## src/rtl/mem_io_responder_if.sv

```systemverilog
// mem_io_responder_if: processor memory bus (ADDR/DOUT/W out of processor, DIN back)
interface mem_io_responder_if;
  logic [15:0] ADDR;
  logic [15:0] DOUT;
  logic        W;
  logic [15:0] DIN;
  modport master (output ADDR, output DOUT, output W, input DIN);
  modport slave (input ADDR, input DOUT, input W, output DIN);
endinterface

```

## src/rtl/mem_io_responder.sv

```systemverilog
// mem_io_responder: memory-bus responder (RAM, LEDR, synchronised SW, optional MEM_IO_TIMER_EN countdown timer)
module mem_io_responder #(
  parameter int RAM_AW = 8,
  parameter int LED_W  = 10,
  parameter int SW_W   = 10
) (
  input  logic                Clock,
  input  logic                Resetn,
  mem_io_responder_if.slave   bus,
  input  logic [SW_W-1:0]     SW,
  output logic [LED_W-1:0]    LEDR
);
  logic [15:0]       ram [2**RAM_AW];
  logic [3:0]        region;
  logic [RAM_AW-1:0] ram_a;
  logic [SW_W-1:0]   sw1, sw2;
  logic [15:0]       tmr_rd, rd;
  assign region = bus.ADDR[15:12];
  assign ram_a  = bus.ADDR[RAM_AW-1:0];
  // RAM write; the read mux samples the word before this edge, so same-word reads see old data
  always_ff @(posedge Clock)
    if (Resetn && bus.W && region == 4'h0) ram[ram_a] <= bus.DOUT;
  // LED register load
  always_ff @(posedge Clock)
    if (!Resetn) LEDR <= '0;
    else if (bus.W && region == 4'h1) LEDR <= bus.DOUT[LED_W-1:0];
  // two-flop switch synchroniser
  always_ff @(posedge Clock)
    if (!Resetn) {sw2, sw1} <= '0;
    else {sw2, sw1} <= {sw1, SW};
`ifdef MEM_IO_TIMER_EN
  logic [15:0] cnt;
  logic        running, done, ld, clr, set;
  assign ld  = bus.W && region == 4'h5 && !bus.ADDR[0];
  assign clr = bus.W && region == 4'h5 && bus.ADDR[0];
  assign set = ld ? bus.DOUT == 16'h0 : running && cnt == 16'h1;
  assign tmr_rd = bus.ADDR[0] ? {15'b0, done} : cnt;
  // countdown: a load restarts the count, reaching zero raises done; a coincident set beats clear
  always_ff @(posedge Clock)
    if (!Resetn) begin
      cnt     <= '0;
      running <= 1'b0;
      done    <= 1'b0;
    end else begin
      cnt     <= ld ? bus.DOUT : running ? cnt - 16'h1 : cnt;
      running <= ld ? bus.DOUT != 16'h0 : running && cnt != 16'h1;
      done    <= set || (done && !clr);
    end
`else
  assign tmr_rd = 16'h0;
`endif
  // read data select for the address presented this cycle
  always_comb
    rd = region == 4'h0 ? ram[ram_a] :
         region == 4'h1 ? 16'(LEDR) :
         region == 4'h3 ? 16'(sw2) :
         region == 4'h5 ? tmr_rd : 16'h0;
  // registered read data, one cycle of latency
  always_ff @(posedge Clock)
    bus.DIN <= Resetn ? rd : 16'h0;
endmodule

```

## src/flat_wrapper.sv

```systemverilog
// flat-port wrapper written by rule: the top's interface ports become plain ports
module mem_io_responder_flat 
#(
  parameter int RAM_AW = 8,
  parameter int LED_W  = 10,
  parameter int SW_W   = 10
)
  (Clock, Resetn, SW, LEDR, bus_ADDR, bus_DOUT, bus_W, bus_DIN);
  mem_io_responder_if bus_i ();
  input  logic Clock;
  input  logic Resetn;
  input  logic [SW_W-1:0] SW;
  output logic [LED_W-1:0] LEDR;
  input wire logic [$bits(bus_i.ADDR)-1:0] bus_ADDR;
  input wire logic [$bits(bus_i.DOUT)-1:0] bus_DOUT;
  input wire logic [$bits(bus_i.W)-1:0] bus_W;
  output wire logic [$bits(bus_i.DIN)-1:0] bus_DIN;
  assign bus_i.ADDR = bus_ADDR;
  assign bus_i.DOUT = bus_DOUT;
  assign bus_i.W = bus_W;
  assign bus_DIN = bus_i.DIN;
  mem_io_responder #(.RAM_AW(RAM_AW), .LED_W(LED_W), .SW_W(SW_W)) u_core (.Clock(Clock), .Resetn(Resetn), .bus(bus_i), .SW(SW), .LEDR(LEDR));
endmodule
```

## config.mk

```make
export PLATFORM = sky130hd
export DESIGN_NAME = mem_io_responder_flat
export DESIGN_NICKNAME = d
export VERILOG_FILES = /design/src/rtl/mem_io_responder_if.sv /design/src/rtl/mem_io_responder.sv /design/src/flat_wrapper.sv
export SDC_FILE = /design/constraint.sdc
export NUM_CORES = 2
export LEC_CHECK = 0
export CORE_MARGIN = 2
export CORE_UTILIZATION = 60
export DETAILED_ROUTE_END_ITERATION = 8
export MAX_ROUTING_LAYER = met4
export PLACE_DENSITY = 0.76
export RECOVER_POWER = 50
export SLEW_MARGIN = 10
export SYNTH_ARGS = -nofsm -noshare
export SYNTH_HDL_FRONTEND = slang
export SYNTH_SLANG_ARGS = --single-unit
```

## constraint.sdc

```tcl
create_clock -name Clock -period 4.32 [get_ports Clock]
set_input_delay 0.648 -clock Clock [delete_from_list [all_inputs] [get_ports Clock]]
set_output_delay 0.648 -clock Clock [all_outputs]
set_load 0.01 [all_outputs]
```

* Yosys cells after proc, flatten, opt, wreduce, memory -nomap -nowiden
Memory sizes are Yosys's and may differ from the RTL's.
Index checks and enable logic that the tools add are counted.
W data, S select, Z words.
** Word-level totals
- Output and inout bits :: 26
- Word-level logic and storage cells :: 16
- Memories :: 1
- Register bits :: 46
- Memory bits (writable) :: 4096
- Input bits :: 45
** Cells by class
- Reductions and logical operators :: 4
- Equality and inequality tests :: 2
- Multiplexer cells :: 5
** Memory list
- u_core.ram :: words 256, width 16, read ports 1, clocked after Yosys merged registers in 0, wr ports 1, line mem_io_responder.sv:13 : logic [15:0] ram [2**RAM_AW];
** Operator list (count)
- $mux W16 :: 2
- $mux W10 :: 1
- $eq A4 B1 Y1 const B :: 1
- $eq A4 B2 Y1 const B :: 1
- $logic_not A4 Y1 :: 1
- $logic_and A1 B1 Y1 :: 3
- $mux W1 :: 2

* Longest topological paths before layout
- Depth after elaboration :: 4
- Mapped depth :: 13
- Mapped depth without buffers :: 7

* Worst setup path after synthesis
OpenSTA, ideal clock, no wires.
- Path type :: input to register
- From :: in bus_ADDR[0]
- To :: mem u_core.ram[47][0], enable pin
- Slack :: 565 ps
- Stages :: 9
- Data required time :: 3911 ps
- Library setup time :: 409 ps
- Buffers on the path :: 7
- Arrival time :: 3345 ps
- Cells stage by stage :: buf_6 -> buf_6 -> buf_6 -> buf_4 -> buf_4 -> buf_2 -> buf_2 -> nand4_1 -> nor3_1
** RTL lines
- from (decl) :: line flat_wrapper.sv:14 : input wire logic [$bits(bus_i.ADDR)-1:0] bus_ADDR;
- to (decl) :: line mem_io_responder.sv:13
Straight into the memory's write port.

* Worst setup path after layout
- From :: in bus_DOUT[11]
- To :: mem u_core.ram[66][11], data pin
** RTL lines
- from (decl) :: line flat_wrapper.sv:15 : input wire logic [$bits(bus_i.DOUT)-1:0] bus_DOUT;
Straight into the memory's write port.

==> flow_summary.yaml <==
clocking:
  ctsResizeCount: 0
  cts_tree: "built"
  hold_buffers: 0
  cts_buffer_depth: 4
  cts_max_level: 5
  cts_sinks: 4142
  post_cts_buffers: 0
  clkLatencyLatePin_ps: 910
  clk_root_buffer_cell: "clkbuf_16"
  clk_pin_slew_ps: 60
  cts_made_buffers: 394
floorplanning:
  fp.dieW_um: 516.8
  initial_utilization: 0.6022
  fp-row-count: 188
  core_area_sq_um: 262000
  die-area_sq_um: 267100
  ios: 71
  die_h_um: 516.8
logic_synthesis:
  syn-cell-area_sq_um: 157800
  synth_ff_type: "edfxtp_1"
  yosysTopAreaCellShare: 0.7794
  synth_edf_count: 4096
  ys_types: 55
  yosysTopAreaCell: "edfxtp_1"
  yosys_warnings: 0
  syn_avg_cell_area_sq_um: 22.93
  yosys-top-cells-area: "edfxtp_1, mux4_2, nor2_1, mux2i_1, dfxtp_1"
  ys_seq_area_frac: 0.7853
  syn_nets: 6928
  synthArstFlopShare: 0
  syn_inst: 6883
  ys_seq_elements: 4142
setup_path:
  path_class: "in2reg"
  cp_data_required_time_ps: 4800
  worstPathMaxFanout: 140
  cpPeakStageDelay_ps: 2310
  path_delay_family: "buffers and inverters"
  path_cells: "clkbuf_2, clkbuf_1"
  slowest_stage: "clkbuf_2"
  endpoint_kind: "flop"
  arrival_ps: 4360
  path_buf_inv: 2
  cp-start-kind: "input port"
global_routing:
  grt_pass1_wl_mm: 595.1
  grt_max_degree: 168
  antenna_found_initial: 23
  grt_pass1_vias: 79557
  grt_overflow_total: 0
  grt.total_usage: 0.3286
sta:
  fmax_ghz: 0.2578
  tightest_slew_ps: 3645
  holdWs_ps: 325.7
  hold_viol_final: 0
  worst_slew_margin_rel: -1.430
  setup_viol: 0
  fin_tns_setup_ps: 0
  rsz0062_at_grt: "false"
  fin_crit_ps: 3879
  finalMaxSlewViolations: 2312
  min_period_over_period: 0.8980
  fin_skew_ps: 58.30
power:
  internal_power_mw: 64.89
  p_sw_frac: 0.2113
  p_comb_frac: 0.050
  switching_power_mw: 17.38
  power.share.clock: 0.413
  pwr-share-seq: 0.537
  peakVddDrop_mv: 0.3976
  p_leak_nw: 56.31
  power_density_nw_per_um2: 458.6
layout:
  fillers: 15032
  drive_above_1_share: 0.2946
  syn2layout_area_growth_pct: 13.68
  nNetsFinal: 7632
  final_util: 0.6846
route:
  vias_per_cell: 7.065
  vias: 80868
  drt_iter0_markers: 13498
  dr.pass1.iters: 6
  routed_wl_mm: 425.1
  ant_nets: 0
  drc: 0
  routedWlPerCell_um: 37.14
placement:
  io_buffer_count: 66
  dpl.hpwl_mm: 243.5
  gp_congestion: 0.9109
outcome:
  violations: "capacitance limit, slew limit"
  outcome: "complete, but fails checks"
min_path:
  holdCritPathClass: "in2reg"
flow_run:
  max_cap_violations: 24
## final timing paths
path                 startpoint  depth (start not counted)  slack [ps]            endpoint
min reg2reg       u_core.sw1[8]                          1         440       u_core.sw2[8]
min                       SW[8]                          2         330       u_core.sw1[8]
max                bus_DOUT[11]                          2         440  u_core.ram[66][11]
max reg2reg  u_core.ram[250][1]                          7        1170   u_core.bus.DIN[1]
## power by group through the flow
stage               Clock (mW)  Sequential (mW)  Combinational, mW
finish                    34.0             44.2               4.09
global route              35.5             44.2               4.19
CTS                       34.1             44.2               4.03
detailed placement           0             45.0               3.98
global placement             0             45.0               3.88
floorplan                    0             45.0               1.97
## Yosys cell counts (14+ instances only)
| master | instances |
|---|---|
| a21oi_1 | 61 |
| dfxtp_1 | 46 |
| buf_1 | 23 |
| edfxtp_1 | 4096 |
| clkbuf_1 | 137 |
| a211oi_1 | 36 |
| o22a_1 | 22 |
| o21ai_0 | 14 |
| nand3_1 | 38 |
| nor2b_1 | 37 |
| a22o_1 | 37 |
| a22oi_1 | 88 |
| buf_6 | 26 |
| buf_2 | 142 |
| o22ai_1 | 128 |
| nor2_1 | 298 |
| a221oi_1 | 50 |
| o221ai_1 | 23 |
| buf_4 | 81 |
| and2_1 | 35 |
| mux4_2 | 1058 |
| mux2i_1 | 106 |
| a32oi_1 | 18 |
| nor3_1 | 29 |
| nand2_1 | 125 |
## cells by family after synthesis
kind of cell | synth area share
AO/OA/AOI/OAI | 0.02511
buffers and inverters | 0.01410
flip-flops | 0.7853
multiplexers | 0.1579
AND/OR/NAND/NOR | 0.01760
## per-layer routing
metal | part of all wire | GRT usage | up-vias
met2 | 0.47 | 0.4909 | 6620
met3 | 0.13 | 0.07684 | 1117
li1 | - | - | 30885
met5 | 0 | - | -
met1 | 0.34 | 0.4314 | 42246
met4 | 0.061 | 0.1636 | 0
## sequential cells by signal (all words and copies together) (netlist names)
register and cells:
u_core.sw2 10, u_core.LEDR 10, u_core.bus.DIN 16, u_core.sw1 10, u_core.ram 4096
## placed cells by master (no fill, tap or decap), types with 12 or more instances in the layout
master and n:
a211oi_1 36, a21oi_1 61, a221oi_1 50, a22o_1 37
a22oi_1 88, a32oi_1 18, and2_1 22, buf_12 98
buf_4 520, bufinv_16 35, clkbuf_1 106, clkbuf_16 403
clkbuf_2 28, clkdlybuf4s50_1 42, clkinv_1 78, clkinv_2 82
dfxtp_1 46, diode_2 21, edfxtp_1 4096, mux2i_1 106
mux4_2 1058, nand2_1 113, nand2_2 12, nand3_1 35
nor2_1 272, nor2_2 24, nor2b_1 32, nor3_1 26
o211ai_1 12, o21ai_0 14, o221ai_1 23, o22a_1 22
o22ai_1 128, or4_1 12
## layout make-up
type	instances	area [sq um]	share of cell area
Antenna cell	21	52.55	0.0002929
Sequential cell	4142	123900	0.6907
Clock buffer	493	10440	0.05821
Timing Repair Buffer	718	6649	0.03706
Multi-Input combinational cell	2329	31830	0.1774
Inverter	2	15.01	0.00008369
Tap cell	3515	4398	0.02451
Clock inverter	226	2093	0.01167
## metrics by stage
stage               cell area (sq um)  power, mW  setup WS, ps  cells
global route                   179400      83.89         398.2  11438
global placement               167100      48.90         76.61  10705
CTS                            179600      82.29         901.9  11424
floorplan                      157800      46.99         565.3   6883
detailed placement             167100      49.00        -8.051  10705
finish                         179400      82.27         440.6  11446
No activity file was read; power rests on OpenSTA's default activity.
